`config.mk`:
```
export PLATFORM = sky130hd
export DESIGN_NAME = hazard_stall_ctrl
export DESIGN_NICKNAME = d
export VERILOG_FILES = /design/src/rtl/hazard_stall_ctrl.sv
export SDC_FILE = /design/constraint.sdc
export NUM_CORES = 1
export LEC_CHECK = 0
export ABC_AREA = 0
export BUFFER_PORTS_ARGS = -buffer_cell sky130_fd_sc_hd__buf_2
export CAP_MARGIN = 20
export CORE_MARGIN = 3
export CORE_UTILIZATION = 41
export CTS_BUF_LIST = sky130_fd_sc_hd__clkbuf_4 sky130_fd_sc_hd__clkbuf_8
export DETAILED_ROUTE_END_ITERATION = 10
export GPL_TIMING_DRIVEN = 0
export MAX_ROUTING_LAYER = met4
export PLACE_DENSITY = 0.82
export SLEW_MARGIN = 20
export SYNTH_ARGS = -nofsm -noshare
export SYNTH_HDL_FRONTEND = slang
export SYNTH_SLANG_ARGS = --single-unit
```
`constraint.sdc`:
```
create_clock -name clk -period 2.1 [get_ports clk]
set_input_delay 0.42 -clock clk [delete_from_list [all_inputs] [get_ports clk]]
set_output_delay 0.42 -clock clk [all_outputs]
set_load 0.005 [all_outputs]
```
`src/rtl/hazard_stall_ctrl.sv`:
```
// hazard_stall_ctrl: D-stage stall/bubble control from Tuse/Tnew hazards and mult/div busy tracking.
// Define HAZARD_STALL_CNT_EN to enable the stall_cycles performance counter.
module hazard_stall_ctrl #(
  parameter int MULT_LAT = 5,
  parameter int DIV_LAT  = 10,
  parameter int CNT_W    = 4
) (
  input  logic        clk,
  input  logic        rst,
  input  logic [4:0]  D_rs,
  input  logic [4:0]  D_rt,
  input  logic [1:0]  D_tuse_rs,
  input  logic [1:0]  D_tuse_rt,
  input  logic        D_md_use,
  input  logic [4:0]  E_wa,
  input  logic [1:0]  E_tnew,
  input  logic [4:0]  M_wa,
  input  logic [1:0]  M_tnew,
  input  logic        E_md_start,
  input  logic        E_md_is_div,
  output logic        stall,
  output logic        md_busy,
  output logic [31:0] stall_cycles
);
  typedef enum logic {IDLE, BUSY} state_t;
  state_t           state_q, state_d;
  logic [CNT_W-1:0] cnt_q, cnt_d;
  logic             stall_rs, stall_rt, data_stall;
  assign stall_rs   = (D_rs != '0) & ((D_rs == E_wa & D_tuse_rs < E_tnew) | (D_rs == M_wa & D_tuse_rs < M_tnew));
  assign stall_rt   = (D_rt != '0) & ((D_rt == E_wa & D_tuse_rt < E_tnew) | (D_rt == M_wa & D_tuse_rt < M_tnew));
  assign data_stall = stall_rs | stall_rt;
  assign md_busy    = E_md_start | (cnt_q != '0);
  assign stall      = data_stall | (D_md_use & md_busy);
  // A start always reloads, even in BUSY; otherwise count down to IDLE.
  always_comb begin
    state_d = state_q;
    cnt_d   = cnt_q;
    if (E_md_start) begin
      cnt_d   = E_md_is_div ? CNT_W'(DIV_LAT) : CNT_W'(MULT_LAT);
      state_d = BUSY;
    end else if (state_q == BUSY && cnt_q != '0) begin
      cnt_d   = cnt_q - CNT_W'(1);
      state_d = (cnt_q == CNT_W'(1)) ? IDLE : BUSY;
    end
  end
  always_ff @(posedge clk) begin
    if (rst) begin
      state_q <= IDLE;
      cnt_q   <= '0;
    end else begin
      state_q <= state_d;
      cnt_q   <= cnt_d;
    end
  end
`ifdef HAZARD_STALL_CNT_EN
  logic [31:0] stall_cnt_q;
  always_ff @(posedge clk) begin
    if (rst) stall_cnt_q <= '0;
    else if (stall) stall_cnt_q <= stall_cnt_q + 32'd1;
  end
  assign stall_cycles = stall_cnt_q;
`else
  assign stall_cycles = 32'h0;
`endif
endmodule

```
Word level (Yosys, flattened, before mapping)
Index checks and enable logic that the tools add are counted.
- add/subtract/negate cells: 1
- multipliers: 0
- div/mod/pow operators: 0
- order comparisons: 4
- equality and inequality tests: 5
- shift-type cells: 0
- multiplexer cells: 6
- bitwise operators: 12
- reduce and logical (&&, ||, !) cells: 5
- operators with widths (kind ; count):
    == test 5 bit ; 4
    two-way mux 4 bit ; 3
    nonzero test 5 bit ; 2
    less-than comparator 2 bit ; 4
    AND 1 bit ; 7
    bitwise OR 1 bit ; 5
    == test 4 x 1 -> 1 bit, second input constant ; 1
    nonzero test 4 bit ; 1
    subtractor 4 x 1 -> 4 bit, second input constant ; 1
    two-way mux 1 bit ; 3
    nonzero test 2 bit ; 1
    logical AND 1 bit ; 1
- register bits: 5
- bits in latches: 0
- bits in writable memories: 0
- memory bits (read-only): 0
- bits of input ports: 33
- output and inout bits: 34
- word-level logic and storage cells: 35
- memories: 0

Logic depth before layout (Yosys ltp)
- word-level depth: 6
- depth in mapped cells: 7
- gate-level depth less buffers: 7

Worst setup path before layout
No wires, ideal clock.
- path type: reg2out
- start: register cnt_q[0]
- end: output port stall
- arrival: 1.552 ns
- data required time: 1.680 ns
- slack: 0.128 ns
- stages on the path, launching flop included: 6
- path buffers: 0
- cells stage by stage: dfxtp_1 > inv_1 > ha_1 > or3b_4 > or2_4 > a221o_1
- cells in the longest elaborated chain, start to end: 4
- ends and longest elaborated chain (what ; RTL line ; text):
    start: declaration ; 27 ; logic [CNT_W-1:0] cnt_q, cnt_d;
    start signal: assignment ; 52 ; cnt_q <= cnt_d;
    nonzero test 4 bit ; 32 ; assign md_busy = E_md_start | (cnt_q != '0);
    bitwise OR 1 bit ; 32 ;
    named net md_busy ; 22 ; output logic md_busy,
    AND 1 bit ; 33 ; assign stall = data_stall | (D_md_use & md_busy);
    bitwise OR 1 bit ; 33 ;
    end: declaration ; 21 ; output logic stall,
The timed path passes the listed nets, and every way through them passes these cells.

Worst setup path in the final report
- start: register cnt_q[1]
- end: output port stall
- cells in the longest elaborated chain, start to end: 4
- ends and longest elaborated chain (what ; RTL line):
    nonzero test 4 bit ; 32
    bitwise OR 1 bit ; 32
    AND 1 bit ; 33
    bitwise OR 1 bit ; 33
Every way passes these cells.

==> impl_metrics.yaml <==
synthesis:
  syn_area_sq_um: 895
  synth-xor-area-share_pct: 20.6
  synth_most_common_cell: "buf_4"
  avgSynthCellArea_sq_um: 7.71
  synth-edff-count: 0
  yosys_warnings: 0
  synth_top_area_cell: "buf_4"
  netlist_instances: 116
  synthMuxAreaShare_pct: 0
  yosys_most_used_dff: "dfxtp_1"
  synth_area_leaders: "buf_4, xor2_1, dfxtp_1"
  synthArstFlopShare_pct: 0
  yosysUniqueCellTypes: 25
  synth_fa_ha_area_share_pct: 9.79
  synth_top_family_by_area: "buffers and inverters"
  yosys.area_share.simple_pct: 15.9
  synth_compound_gate_area_share_pct: 11.7
  yosys-top-cells-count: "buf_4, xor2_1, xnor2_1"
  yosys_register_bits: 5
  ys_seq_area_share_pct: 11.2
  synth_top_area_share_pct: 26.9
place:
  dpl_cell_area_sq_um: 1210
  gp_congestion: 0.798
  hpwl_um: 1840
  preCtsSetupSlack_ns: -0.0357
  io_buffers: 33
global_route:
  antenna_found_initial: 0
  grt_max_degree: 10
  track_usage_pct: 16.4
  grt-ovfl-total: 0
  use_met2_pct: 28.7
  use_met3_pct: 3.42
  grt_use_met1_pct: 18.0
  top_usage_layer: "met2"
  grt_pass1_vias: 849
  grt_pass1_wl_um: 3350
clocking:
  path_clk_slew_ns: 0.04
  ctsHtreeMaxLevel: 1
  clk_latency_ns: 0.24
  cts_sinks: 5
  cts_root_buffer: "clkbuf_4"
  cts_buffers: 3
  tritoncts: "built"
  clk_path_buf_depth: 2
final_layout:
  postLayoutCoreUtil_pct: 64.3
  nets: 231
  n_antenna_cell: 0
  finalInstanceArea_sq_um: 1300
  drive_above_1_share_pct: 43.7
  area_growth_pct: 45.3
worst_setup_path:
  cp_cell_sequence: "inv_2 > ha_4 > or3b_4 > or2_4 > a221o_1 > buf_2"
  cp_max_fo: 2
  critical-path-max-stage-delay_ns: 0.37
  startpoint_type: "flop"
  cp-end-kind: "output pin"
  crit_path_top_delay_cell: "or3b_4"
  worst-endpoint-required_ns: 1.68
  arrival_ns: 1.81
  critPathKind: "reg2out"
drt:
  vias: 918
  wirelength_um: 2140
  first_pass_iters: 5
  ant_nets: 0
  via_per_inst: 4.23
  drc: 0
  wl_per_cell_um: 9.87
  drtIter0Drc: 16
status:
  violations: "negative setup slack"
  status: "finished, violations left"
sta:
  fin_ws_ns: -0.133
  fmax_mhz: 448
  finalHoldViolations: 0
  final-max-slew-violation-count: 0
  final.period_utilization_pct: 106
  fin_worst_skew_ns: 0.00295
  setup_viol: 1
  fin_crit_ns: 2.23
  rsz0062_at_grt: "yes"
power_and_ir_drop:
  p_comb_share_pct: 50.5
  p_leak_uw: 0.000718
  peakVddDrop_v: 0.000280
  internal_power_uw: 320
  p_sw_uw: 146
  power.total_uw: 466
  swShare_pct: 31.3
  power_density_nw_per_um2: 358
  pwr-share-clk_pct: 25.6
  p_seq_share_pct: 23.9
floorplanning:
  initial_core_util_pct: 44.2
  coreArea_sq_um: 2020
  die_y_um: 52.7
  core.rowCount: 16
  die_area_sq_um: 2780
  ios: 67
  fp.dieW_um: 52.7
flow_run:
  drv_cap: 0
worst_hold_path:
  min_path_type: "in2reg"
[registers in the layout, summed over array words and instances (netlist names)]
register,flops
state_q,1
cnt_q,4
[area by class of cell]
cell class                 instances  area (sq um)
fill                             169           722
inverter                           7          26.3
sequential                         5           103
buffer                            33           245
timing repair buffer              39           210
multi-input combinational        102           652
clock buffer                       4          30.0
tap                               27          33.8
[per-layer routing]
layer / up-vias / routed length, um
li1: 482 / -
met5: - / 0
met3: 4 / 280
met2: 57 / 1020
met1: 375 / 817
met4: 0 / 21
[kinds of logic after synthesis]
| logic type | Yosys count |
|---|---|
| other | 1 |
| XOR/XNOR | 21 |
| flip-flops | 5 |
| AND/OR/NAND/NOR | 25 |
| adder cells (fa/ha/maj) | 7 |
| buffers and inverters | 40 |
| AO/OA/AOI/OAI | 17 |
[final timing paths]
kind / depth (start not counted) / endpoint / start / slack, ns
worst max-delay path: 6 / stall / cnt_q[1]$_SDFFE_PP0P_ / -0.13
worst min-delay path: 2 / cnt_q[0]$_SDFFE_PP0P_ / E_md_is_div / 0.39
worst max register to register: 6 / cnt_q[1]$_SDFFE_PP0P_ / cnt_q[1]$_SDFFE_PP0P_ / 0.52
worst min register to register: 2 / cnt_q[2]$_SDFFE_PP0P_ / cnt_q[2]$_SDFFE_PP0P_ / 0.61
[per-stage QoR]
step,setup TNS (ns),hold WS (ns),instances
finish,-0.133,0.387,217
floorplan,0,0.489,147
global route,-0.194,0.399,217
global placement,-0.0171,0.577,207
CTS,-0.122,0.380,217
detailed placement,-0.0357,0.609,207
[cell usage in the layout (no fill, tap or decap), drive strengths merged]
cell type,instances
buf,72
conb,32
xor2,12
xnor2,9
ha,7
inv,7
nor2,6
a21oi,6
o21ai,5
dfxtp,5
nor3,4
nand2,4
nand4,4
clkbuf,4
nor4,2
or4b,2
or3b,1
or2,1
o22ai,1
or4,1
a221o,1
a211oi,1
a221oi,1
a311o,1
o21a,1
[power by group through the flow]
stage / logic, uW / registers, uW / clock network, uW
floorplan: 143 / 111 / 0
global placement: 201 / 112 / 0
detailed placement: 206 / 113 / 0
CTS: 228 / 111 / 124
global route: 262 / 112 / 128
finish: 235 / 111 / 119
[what timing repair did]
item                                    4_1_cts  5_1_grt
endpoints found under the setup margin        1        1
setup buffers                                 6        0
hold buffers                                  0        0
pin swaps                                     3        0
resized for setup                             6        0
[critical path: cells and delay by family, from the launching register on]
| kind | cells | cell delay [ns] |
|---|---|---|
| AND/OR/NAND/NOR | 2 | 0.63 |
| flip-flops | 1 | 0.31 |
| AO/OA/AOI/OAI | 1 | 0.30 |
| buffers and inverters | 2 | 0.21 |
| adder cells (fa/ha/maj) | 1 | 0.13 |
Power figures use the tool's default switching activity.
